File: config.mk
export PLATFORM = sky130hd
export DESIGN_NAME = sys_fifo_burst
export DESIGN_NICKNAME = d
export VERILOG_FILES = /design/src/rtl/sys_fifo_burst_pkg.sv /design/src/rtl/sys_fifo_burst_ena_gen.sv /design/src/rtl/sys_fifo_burst.sv
export SDC_FILE = /design/constraint.sdc
export NUM_CORES = 1
export LEC_CHECK = 0
export CAP_MARGIN = 10
export CORE_MARGIN = 2
export CORE_UTILIZATION = 35
export CTS_CLUSTER_DIAMETER = 100
export DETAILED_ROUTE_END_ITERATION = 8
export SLEW_MARGIN = 20
export SYNTH_ARGS = -nofsm -noshare
export SYNTH_HDL_FRONTEND = slang
export SYNTH_SLANG_ARGS = --single-unit
export TNS_END_PERCENT = 20
File: constraint.sdc
create_clock -name clk -period 4.9 [get_ports clk]
set_input_delay 0.735 -clock clk [delete_from_list [all_inputs] [get_ports clk]]
set_output_delay 0.735 -clock clk [all_outputs]
set_load 0.005 [all_outputs]
File: src/rtl/sys_fifo_burst_pkg.sv
// Shared definitions for the burst FIFO family: the default burst length,
// the window-generator state encoding and a constant ceil-log2 helper.
`ifndef N_PV
`define N_PV 8
`endif

package sys_fifo_burst_pkg;

   localparam int N_PV = `N_PV;

   typedef enum logic {
      WIN_IDLE   = 1'b0,
      WIN_ACTIVE = 1'b1
   } win_state_t;

   function automatic int clog2(input int n);
      int r;
      r = 0;
      for (int v = n - 1; v > 0; v = v >> 1) begin
         r++;
      end
      return r;
   endfunction

endpackage

File: src/rtl/sys_fifo_burst_ena_gen.sv
// Enable-window generator: a one-cycle trigger opens a window of exactly
// BURST cycles. Triggers landing inside an open window are reported on
// drop and otherwise ignored. An abort closes the window and swallows any
// same-cycle trigger without reporting it.
module burst_ena_gen
   import sys_fifo_burst_pkg::*;
#(
   parameter int BURST = N_PV
) (
   input  logic clk,
   input  logic rst,
   input  logic trig,
   input  logic abort,
   output logic en,
   output logic drop
);

   localparam int CW = clog2(BURST + 1);
   localparam logic [CW-1:0] LAST = CW'(BURST - 1);

   win_state_t    state;
   win_state_t    state_nxt;
   logic [CW-1:0] cnt;
   logic [CW-1:0] cnt_nxt;

   // Window state and beat counter registers
   always_ff @(posedge clk or posedge rst) begin
      if (rst) begin
         state <= WIN_IDLE;
         cnt   <= '0;
      end else begin
         state <= state_nxt;
         cnt   <= cnt_nxt;
      end
   end

   // Open on trigger, close after the last beat or on abort
   always_comb begin
      state_nxt = state;
      cnt_nxt   = cnt;
      en        = 1'b0;
      drop      = 1'b0;
      case (state)
         WIN_IDLE: begin
            if (trig && !abort) begin
               state_nxt = WIN_ACTIVE;
               cnt_nxt   = '0;
            end
         end
         WIN_ACTIVE: begin
            en = 1'b1;
            if (abort) begin
               state_nxt = WIN_IDLE;
            end else begin
               drop = trig;
               if (cnt == LAST) begin
                  state_nxt = WIN_IDLE;
               end else begin
                  cnt_nxt = cnt + 1'b1;
               end
            end
         end
         default: state_nxt = WIN_IDLE;
      endcase
   end

endmodule

File: src/rtl/sys_fifo_burst.sv
// Single-clock burst FIFO between PV solver stages. Trigger pulses open
// fixed-length write/read windows; storage is an inferred RAM with a
// registered read, followed by an output register that either holds the
// last popped word or tracks the read register once armed.
module sys_fifo_burst
   import sys_fifo_burst_pkg::*;
#(
   parameter int DATA_W    = 64,
   parameter int DEPTH     = 16,
   parameter int BURST     = N_PV,
   parameter int HOLD_MODE = 1
) (
   input  logic                     clk,
   input  logic                     rst,
   input  logic                     rst_user,
   input  logic                     flush,
   input  logic                     clr_err,
   input  logic                     wr_trig,
   input  logic                     rd_trig,
   input  logic [DATA_W-1:0]        din,
   output logic [DATA_W-1:0]        dout,
   output logic                     dout_valid,
   output logic                     wr_busy,
   output logic                     rd_busy,
   output logic [$clog2(DEPTH):0]   usedw,
   output logic                     full,
   output logic                     empty,
   output logic                     ovf,
   output logic                     udf,
   output logic                     trig_drop
);

   localparam int AW = $clog2(DEPTH);
   localparam logic [AW:0] DEPTH_CNT = (AW + 1)'(DEPTH);

   logic              wr_en;
   logic              rd_en;
   logic              wr_drop;
   logic              rd_drop;
   logic              wr_ok;
   logic              rd_ok;
   logic              ovf_set;
   logic              udf_set;
   logic [DATA_W-1:0] mem [DEPTH];
   logic [DATA_W-1:0] rd_q;
   logic [AW-1:0]     wptr;
   logic [AW-1:0]     rptr;
   logic [AW:0]       count;
   logic              pop_d1;
   logic              armed;

   burst_ena_gen #(.BURST(BURST)) u_wr_win (
      .clk   (clk),
      .rst   (rst),
      .trig  (wr_trig),
      .abort (rst_user | flush),
      .en    (wr_en),
      .drop  (wr_drop)
   );

   burst_ena_gen #(.BURST(BURST)) u_rd_win (
      .clk   (clk),
      .rst   (rst),
      .trig  (rd_trig),
      .abort (flush),
      .en    (rd_en),
      .drop  (rd_drop)
   );

   // A full FIFO still accepts a write when a read frees a slot that same cycle;
   // an empty FIFO never forwards a same-cycle write to the read side.
   assign empty   = (count == '0);
   assign full    = (count == DEPTH_CNT);
   assign usedw   = count;
   assign wr_busy = wr_en;
   assign rd_busy = rd_en;
   assign rd_ok   = rd_en & ~flush & ~empty;
   assign wr_ok   = wr_en & ~flush & (~full | rd_ok);
   assign ovf_set = wr_en & ~flush & full & ~rd_ok;
   assign udf_set = rd_en & ~flush & empty;

   // Inferred RAM: synchronous write, free-running registered read at rptr
   always_ff @(posedge clk) begin
      if (wr_ok) begin
         mem[wptr] <= din;
      end
      rd_q <= mem[rptr];
   end

   // Pointers and occupancy; flush discards any same-cycle access
   always_ff @(posedge clk or posedge rst) begin
      if (rst) begin
         wptr  <= '0;
         rptr  <= '0;
         count <= '0;
      end else if (flush) begin
         wptr  <= '0;
         rptr  <= '0;
         count <= '0;
      end else begin
         if (wr_ok) begin
            wptr <= wptr + 1'b1;
         end
         if (rd_ok) begin
            rptr <= rptr + 1'b1;
         end
         case ({wr_ok, rd_ok})
            2'b10:   count <= count + 1'b1;
            2'b01:   count <= count - 1'b1;
            default: count <= count;
         endcase
      end
   end

   // Output register: popped words land two cycles after the pop
   always_ff @(posedge clk or posedge rst) begin
      if (rst) begin
         pop_d1     <= 1'b0;
         armed      <= 1'b0;
         dout       <= '0;
         dout_valid <= 1'b0;
      end else begin
         pop_d1     <= rd_ok;
         dout_valid <= pop_d1;
         if (rd_ok) begin
            armed <= 1'b1;
         end
         if (HOLD_MODE != 0) begin
            if (pop_d1) begin
               dout <= rd_q;
            end
         end else if (armed) begin
            dout <= rd_q;
         end
      end
   end

   // Sticky error flags; a new event beats a same-cycle clear
   always_ff @(posedge clk or posedge rst) begin
      if (rst) begin
         ovf       <= 1'b0;
         udf       <= 1'b0;
         trig_drop <= 1'b0;
      end else begin
         ovf       <= ovf_set | (ovf & ~clr_err);
         udf       <= udf_set | (udf & ~clr_err);
         trig_drop <= wr_drop | rd_drop | (trig_drop & ~clr_err);
      end
   end

endmodule

Word level (Yosys, flattened, before mapping)
Memories as Yosys holds them, arrays and structs flattened. A register that Yosys moved wholly into a read port is not among the register bits.
Index checks and enable logic that the tools add are counted.
{"block": "word_totals", "regBits": 92, "latchBits": 0, "ram_bits": 1024, "mem_bits_ro": 0, "input_bits": 71, "out_inout_bits": 77, "elab_cells": 94, "memories": 1}
{"memory": "mem", "words": 16, "word_bits": 64, "rd": 1, "rd_clocked_by_memory_dff": 1, "wr": 1, "line_no": "sys_fifo_burst.sv:44", "rtl": "logic [DATA_W-1:0] mem [DEPTH];"}
{"block": "op_classes", "add_sub_neg": 6, "n_mul": 0, "n_div": 0, "magnitude_cmp": 0, "eq_ne": 11, "n_shift": 0, "n_mux": 30, "n_bitwise": 23, "reduce_logical": 10}
{"op": "$mux W4", "count": 10}
{"op": "$add A4 B1 Y4 const B", "count": 4}
{"op": "$pmux W4 S2", "count": 2}
{"op": "$mux W1", "count": 14}
{"op": "$and A1 B1 Y1", "count": 10}
{"op": "$pmux W5 S2", "count": 1}
{"op": "$eq A4 B3 Y1 const B", "count": 2}
{"op": "$ne A2 B2 Y1 const B", "count": 4}
{"op": "$not A1 Y1", "count": 7}
{"op": "$or A1 B1 Y1", "count": 6}
{"op": "$reduce_and A3 Y1", "count": 2}
{"op": "$add A5 B1 Y5 const B", "count": 1}
{"op": "$eq A5 B5 Y1 const B", "count": 1}
{"op": "$logic_not A5 Y1", "count": 1}
{"op": "$mux W5", "count": 1}
{"op": "$sub A5 B1 Y5 const B", "count": 1}
{"op": "$ne A2 B1 Y1 const B", "count": 2}
{"op": "$pmux W1 S2", "count": 2}
{"op": "$reduce_bool A2 Y1", "count": 2}
{"op": "$reduce_bool A3 Y1", "count": 1}
{"op": "$eq A2 B1 Y1 const B", "count": 1}
{"op": "$eq A2 B2 Y1 const B", "count": 1}
{"op": "$logic_and A1 B1 Y1", "count": 2}
{"op": "$logic_not A1 Y1", "count": 2}

Longest topological paths before layout
Gate-level depths: netlist (run 1).
{"block": "depth", "word_depth": 8, "depth_mapped": 10, "mapped_depth_nobuf": 9}

Modules after synthesis
From an unflattened synthesis (run 1), not the netlist that was laid out.
{"block": "unflattened", "cells_unflattened": 1948, "area_unflattened_um2": 43457.9}
{"mod": "sys_fifo_burst", "n_inst": 1, "cells_per_inst": 1896, "area_each_um2": 42919.9, "seq_area_each_um2": 34082.7}
{"mod": "burst_ena_gen", "n_inst": 2, "cells_per_inst": 26, "area_each_um2": 269.0, "seq_area_each_um2": 125.1}

Worst setup path before layout (run 1)
OpenSTA, ideal clock, no wires.
{"block": "synth_path", "path_type": "input-to-reg", "startpoint": "in flush", "endpoint": "mem mem[12][0], enable pin", "setup_time_ns": 0.487, "t_arrival_ns": 3.898, "required_time_ns": 4.413, "path_slack_ns": 0.516, "stages": 3, "n_path_buf": 0, "path_cell_list": "nand2b_1 > nand4bb_1 > nor2_1"}
{"block": "synth_via", "elab_chain_cells": 7, "elab_cells_between_ends": 8, "classes_between": "2 x mux; 6 x bitwise"}
{"item": "start, declared", "line_no": "sys_fifo_burst.sv:16", "rtl": "input logic flush,"}
{"item": "$not A1 Y1 *", "line_no": "sys_fifo_burst.sv:77, sys_fifo_burst.sv:78"}
{"item": "$and A1 B1 Y1 (2 in series)", "line_no": "sys_fifo_burst.sv:77", "rtl": "assign rd_ok = rd_en & ~flush & ~empty;"}
{"item": "$or A1 B1 Y1", "line_no": "sys_fifo_burst.sv:78", "rtl": "assign wr_ok = wr_en & ~flush & (~full | rd_ok);"}
{"item": "$and A1 B1 Y1 *", "line_no": "sys_fifo_burst.sv:78"}
{"item": "$mux W1 *", "line_no": "sys_fifo_burst.sv:84", "rtl": "if (wr_ok) begin"}
{"item": "$mux W1 (not written as such) *", "line_no": "sys_fifo_burst.sv:85", "rtl": "mem[wptr] <= din;"}
{"item": "end, declared", "line_no": "sys_fifo_burst.sv:44"}
Every way passes the cells marked *; elsewhere a longest branch is shown, timed or not.

Worst setup path after layout (run 1)
{"block": "layout_path", "startpoint": "reg count[0], in the netlist usedw[0]", "endpoint": "out empty"}
{"block": "layout_via", "elab_chain_cells": 1}
{"item": "start, declared", "line_no": "sys_fifo_burst.sv:48", "rtl": "logic [AW:0] count;"}
{"item": "start signal, assigned", "line_no": "sys_fifo_burst.sv:108", "rtl": "2'b10: count <= count + 1'b1;"}
{"item": "start signal, assigned", "line_no": "sys_fifo_burst.sv:109", "rtl": "2'b01: count <= count - 1'b1;"}
{"item": "start signal, assigned", "line_no": "sys_fifo_burst.sv:110", "rtl": "default: count <= count;"}
{"item": "$logic_not A5 Y1", "line_no": "sys_fifo_burst.sv:72", "rtl": "assign empty = (count == '0);"}
{"item": "end, declared", "line_no": "sys_fifo_burst.sv:27", "rtl": "output logic empty,"}
Every way passes these cells.

==> results of run 1 <==
==> cell families after synthesis <==
kind of cell    count (synthesis)  synth area share
flops                        1180             0.788
mux                           327             0.151
compound gates                162            0.0279
simple gates                  147            0.0163
buf+inv                       115            0.0126
fa+ha+maj                      11           0.00333
xor+xnor                        7           0.00141
==> metal layers <==
| metal | GRT usage | vias up |
|---|---|---|
| li1 | - | 8531 |
| met1 | 0.210 | 10800 |
| met2 | 0.248 | 609 |
| met3 | 0.0241 | 120 |
| met4 | 0.0396 | 0 |
| met5 | 0 | - |
==> cells in the mapped netlist, types with 2 or more instances <==
cell type     n
a21oi_1       4
a22o_1        5
a22oi_1     128
a31oi_1       2
and2_1       14
and3_1        3
buf_1        16
buf_2        12
buf_4        21
buf_6         3
clkbuf_1     47
dfrtp_1      92
dfxtp_1      64
edfxtp_1   1024
ha_1         10
inv_1        16
mux2_2       69
mux2i_1       2
mux4_2      256
nand2_1      70
nand2b_1      3
nand3_1       6
nand3b_1      2
nor2_1       22
nor2b_1       7
nor3_1        4
nor3b_1       2
nor4_1        2
nor4b_1       2
o211ai_1      6
o21ai_0       8
or2_2         2
xor2_1        6
==> placed cells by master (no fill, tap or decap), types with 15 or more instances in the layout <==
master,instances
clkbuf_1,18
inv_1,15
dfrtp_1,89
mux2_2,69
mux4_2,256
clkinv_1,16
clkbuf_16,119
clkdlybuf4s50_1,147
bufinv_16,16
nor2_1,17
edfxtp_1,1024
clkinv_2,28
nand2_1,70
buf_12,23
a22oi_1,128
dfxtp_1,64
==> worst max-delay path, cell delays in order, from the launching register on <==
cell	delay [ns]
dfrtp_1	0.44
or4_4	0.67
nor2_4	0.18
clkdlybuf4s50_1	0.53
==> path summary, 6_finish.rpt <==
check                          startpoint    endpoint  slack (ns)  cells after the start
setup / recovery                 usedw[0]       empty        1.64                      3
hold / removal                        rst     dout[3]        0.42                      2
setup reg to reg           u_wr_win.state  mem[9][23]        1.76                      4
hold reg to reg                  rd_q[55]    dout[55]        0.46                      1
max in group asynchronous             rst    dout[22]        3.49                      3
min in group clk                 rd_q[55]    dout[55]        0.46                      1
==> sequential cells by signal, indices dropped and copies added (netlist names) <==
| name | flops |
|---|---|
| mem | 1024 |
| dout | 64 |
| rd_q | 64 |
| usedw | 5 |
| rptr | 4 |
| u_rd_win.cnt | 4 |
| u_wr_win.cnt | 4 |
| wptr | 4 |
| dout_valid | 1 |
| ovf | 1 |
| pop_d1 | 1 |
| trig_drop | 1 |
| u_rd_win.state | 1 |
| u_wr_win.state | 1 |
| udf | 1 |
==> power by group <==
part / switching, uW / internal [uW] / total [uW]
clock: 3730 / 5310 / 9040
combinational: 760 / 1140 / 1900
sequential: 253 / 11300 / 11500
==> per-stage QoR <==
step | utilization | std cells | total power, uW
3_3_place_gp | 0.382 | 3670 | 13700
4_1_cts | 0.414 | 3888 | 22800
6_report | 0.414 | 3890 | 22500
2_1_floorplan | - | 1949 | 12600
5_1_grt | 0.414 | 3889 | 23300
3_5_place_dp | 0.383 | 3671 | 13700
==> final cells by class <==
| type | count | share of cell area |
|---|---|---|
| timing repair buffer | 185 | 0.0407 |
| antenna | 1 | 0.0000489 |
| inverter | 16 | 0.00122 |
| sequential | 1180 | 0.671 |
| clock buffer | 139 | 0.0600 |
| tap | 1637 | 0.0400 |
| clock inverter | 78 | 0.0161 |
| multi-input combinational | 654 | 0.171 |
==> qor.csv, run 1 <==
stage,metric,value,unit
sta,fin_crit,3.26,ns
yosys,synth_edf_count,1024,
sta,slew_viol_final,0,
global_routing,grt_max_degree,88,
yosys,syn_area_per_cell,22.4,sq um
die,initial_core_util,0.352,
drt,top_layer,met4,
die,io_pins,148,
yosys,ys_ff_latch,1180,
global_routing,gr-total-overflow,0,
min_path,min-delay-path-class,input port to asynchronous set/reset pin,
drt,route.layer.met1.wl,41.4,mm
yosys,netlist_instances,1949,
power_and_ir_drop,p_per_area,439,nW/um^2
sta,hold_ws,0.418,ns
yosys,synth-async-reset-ratio,0.0780,
clock_tree,cts_tree,done,
clock_tree,numCtsBuffers,115,
global_routing,grt_pass1_vias,21400,
yosys,synthFlopType,edfxtp_1,
sta,setup_violations,0,
setup_path,cp-start-kind,register,
drt,wl_met2,46.6,mm
final_layout,num-fill-cells,10800,
sta,tns,0,ns
yosys,ys_top_cells_by_area,"edfxtp_1, mux4_2, dfrtp_1",
setup_path,cp_max_fo,11,
drt,drtIter0Drc,1887,
sta,slew_headroom,0.282,
clock_tree,post_cts_buffers,0,
final_layout,final_area,51200,sq um
setup_path,required,4.16,ns
die,dieWidth,357,um
sta,setup_slack,1.64,ns
drt,ant_nets,0,
placement,place_area,47300,sq um
die,core-area,124000,sq um
clock_tree,h-tree-depth,3,
die,placementRows,129,
setup_path,path_class,register to output pin,
drt,dr_wl_met3,5.51,mm
final_layout,multi_input_area,8780,sq um
drt,drt-total-wl,95.2,mm
final_layout,fin_nets,2234,
sta,fin_crit_sh,0.665,
drt,dr.pass1.iters,5,
clock_tree,worstSkewPairLatency,0.70,ns
global_routing,grtUsageTotal,0.151,
global_routing,antenna_found_initial,1,
sta,finClkSkew,0.0373,ns
drt,routedWlPerCell,24.5,um
yosys,synth_warnings,0,
sta,rsz0062_at_grt,false,
setup_path,worstPathArrival,2.52,ns
power_and_ir_drop,p_leak,0.0162,uW
die,die_y,357,um
final_layout,regArea,34300,sq um
global_routing,grt_pass1_wl,143,mm
placement,numPortBuffers,147,
setup_path,worstSetupEndpointType,output pin,
sta,worst_pin_slew,1.08,ns
drt,vias,20100,
sta,hold_viol,0,
yosys,ys_seq_area_frac,0.788,
placement,routabilityCongestion,0.747,
yosys,synth.distinct_cells,52,
final_layout,area_growth,17.5,%
yosys,synthesis.nets,2031,
power_and_ir_drop,ir_worst_vdd,0.274,mV
drt,viasPerCell,5.16,
yosys,yosysTopAreaCellShare,0.706,
sta,fmax,307,MHz
run,maxCapViolations,0,
clock_tree,cts_hold_buf,0,
clock_tree,clk_pin_slew,0.06,ns
placement,hpwlAfterDp,54.1,mm
clock_tree,cts.path.max_buffers,3,
yosys,netlist_area,43600,sq um
clock_tree,cts_sinks,1180,
status,status,completed,
clock_tree,ctsResizeCount,0,
placement,pre_cts_slack,1.11,ns
yosys,yosys.area.top_type,edfxtp_1,
die,die_area,127000,sq um
clock_tree,cts_root_buffer,clkbuf_16,
drt,drc_errors,0,
final_layout,drive_above_1_share,0.257,
(Power assumes the default switching activity.)
==> run 2: changes to the inputs <==
==> constraint.sdc (replaced) <==
create_clock -name clk -period 3 [get_ports clk]
set_input_delay 0.45 -clock clk [delete_from_list [all_inputs] [get_ports clk]]
set_output_delay 0.45 -clock clk [all_outputs]
set_load 0.005 [all_outputs]
==> qor.csv, run 2 (synthesized netlist as in run 1, its figures left out) <==
stage,metric,value,unit,change
status,status,completed,,
final_layout,top_register,mem,,
power_and_ir_drop,ir_worst_vdd,0.537,mV,+96%
global_routing,grtUsageTotal,0.158,,+0.00751
global_routing,grt_max_degree,46,,-48%
final_layout,area_growth,19.5,%,
power_and_ir_drop,p_leak,0.0166,uW,+2.2%
sta,hold_viol,0,,unchanged
final_layout,drive_above_1_share,0.270,,+0.0137
clock_tree,cts.path.max_buffers,3,,unchanged
sta,slew_headroom,0.456,,+0.174
setup_path,required,2.55,ns,-1.61 ns
final_layout,mostFrequentLayoutCells,"edfxtp_1, mux4_2, clkdlybuf4s50_1",,
sta,finClkSkew,0.0518,ns,+0.0145 ns
power_and_ir_drop,p_per_area,699,nW/um^2,+59%
die,initial_core_util,0.352,,unchanged
clock_tree,cts_sinks,1180,,unchanged
run,maxCapViolations,0,,unchanged
sta,worst_pin_slew,0.813,ns,-0.263 ns
drt,viasPerCell,5.16,,+0.11%
placement,place_area,48300,sq um,+2.0%
clock_tree,h-tree-depth,3,,unchanged
drt,routedWlPerCell,25.2,um,+3.0%
final_layout,largestRegisters,"mem (1024), dout (64), rd_q (64)",,
sta,rsz0062_at_grt,false,,
final_layout,final_area,52100,sq um,+1.6%
setup_path,cp-start-kind,register,,
global_routing,grt_pass1_vias,21900,,+2.2%
die,core-area,124000,sq um,unchanged
sta,tns,0,ns,unchanged
clock_tree,numCtsBuffers,115,,unchanged
clock_tree,clk_pin_slew,0.06,ns,about the same
setup_path,cp_max_fo,6,,-5
clock_tree,cts_tree,done,,
global_routing,gr-total-overflow,0,,unchanged
final_layout,final_cells,3956,,+1.7%
drt,drc_errors,0,,unchanged
drt,dr.pass1.iters,5,,unchanged
die,die_area,127000,sq um,unchanged
drt,drt-total-wl,99.7,mm,+4.7%
sta,fin_crit_sh,0.976,,
global_routing,antenna_found_initial,15,,+14
clock_tree,cts_root_buffer,clkbuf_16,,
clock_tree,worstSkewPairLatency,0.73,ns,+0.03 ns
placement,routabilityCongestion,0.794,,+6.2%
die,placementRows,129,,unchanged
drt,ant_nets,0,,unchanged
drt,drtIter0Drc,1907,,+1.1%
placement,hpwlAfterDp,61.7,mm,+14%
final_layout,num-fill-cells,10600,,-1.5%
placement,numPortBuffers,147,,unchanged
final_layout,final_common_cell,edfxtp_1,,
final_layout,fin_nets,2298,,+2.9%
sta,fmax,342,MHz,
die,die_y,357,um,unchanged
sta,fin_crit,2.93,ns,
final_layout,largest_reg_flops,1024,,unchanged
sta,slew_viol_final,0,,unchanged
die,io_pins,148,,unchanged
setup_path,worstPathArrival,2.48,ns,-0.04 ns
placement,dp.cells,3735,,+1.7%
sta,setup_violations,0,,unchanged
drt,vias,20400,,+1.8%
setup_path,worstSetupEndpointType,output pin,,
setup_path,path_class,register to output pin,,
die,dieWidth,357,um,unchanged
min_path,min-delay-path-class,input port to asynchronous set/reset pin,,
global_routing,grt_pass1_wl,148,mm,+3.8%
## run 2: worst paths after layout
path                                        end  cells past startpoint  startpoint  slack (ns)
min in group clk                u_rd_win.cnt[3]                      2     rd_trig        0.37
max in group asynchronous              dout[17]                      3         rst        2.10
worst max register to register         usedw[4]                      9    usedw[3]        0.23
worst max-delay path                       full                      3    usedw[0]        0.07
worst min-delay path                   dout[59]                      2         rst        0.17
worst min register to register         dout[59]                      1    rd_q[59]        0.45
## run 2: worst max-delay path, stage by stage (launching register included)
cell             delay, ns
dfrtp_2               0.44
nor4_1                0.60
and2_1                0.22
clkdlybuf4s50_1       0.50
## run 2: what timing repair did
item / CTS / global route
endpoints found under the setup margin: 1 / 0
resized for setup: 1 / 0
setup buffers: 2 / 0
endpoints found under the hold margin: 0 / 0
hold buffers: 0 / 0
## run 2: cell type report
type	instances	area (sq um)	area share
inverter	16	62.6	0.00120
antenna	4	10.0	0.000192
multi-input combinational	654	8780	0.169
tap	1637	2050	0.0393
timing repair buffer	249	3030	0.0581
sequential	1180	34300	0.660
clock buffer	157	3090	0.0593
clock inverter	59	694	0.0133
## run 2: where the power goes
group          switching [uW]  internal, uW  total, uW
sequential                361         18400      18800
clock                    6120          8190      14300
combinational            1340          1930       3270
total                    7820         28500      36400
## run 2: stage by stage
step	total power [uW]	utilization	hold slack [ns]	setup WS, ns
2_1_floorplan	20700	-	0.352	-0.198
3_3_place_gp	22400	0.390	0.445	0.0257
3_5_place_dp	22500	0.390	0.447	0.0147
4_1_cts	36800	0.421	0.142	0.0402
5_1_grt	37700	0.421	0.204	0.00573
6_report	36400	0.421	0.174	0.0723
## run 2: metal layers
metal,track usage,vias up,wire length [um]
met5,0,-,118
met4,0.0423,20,1830
met2,0.251,757,47600
li1,-,8667,-
met3,0.0426,138,8050
met1,0.216,10800,42100
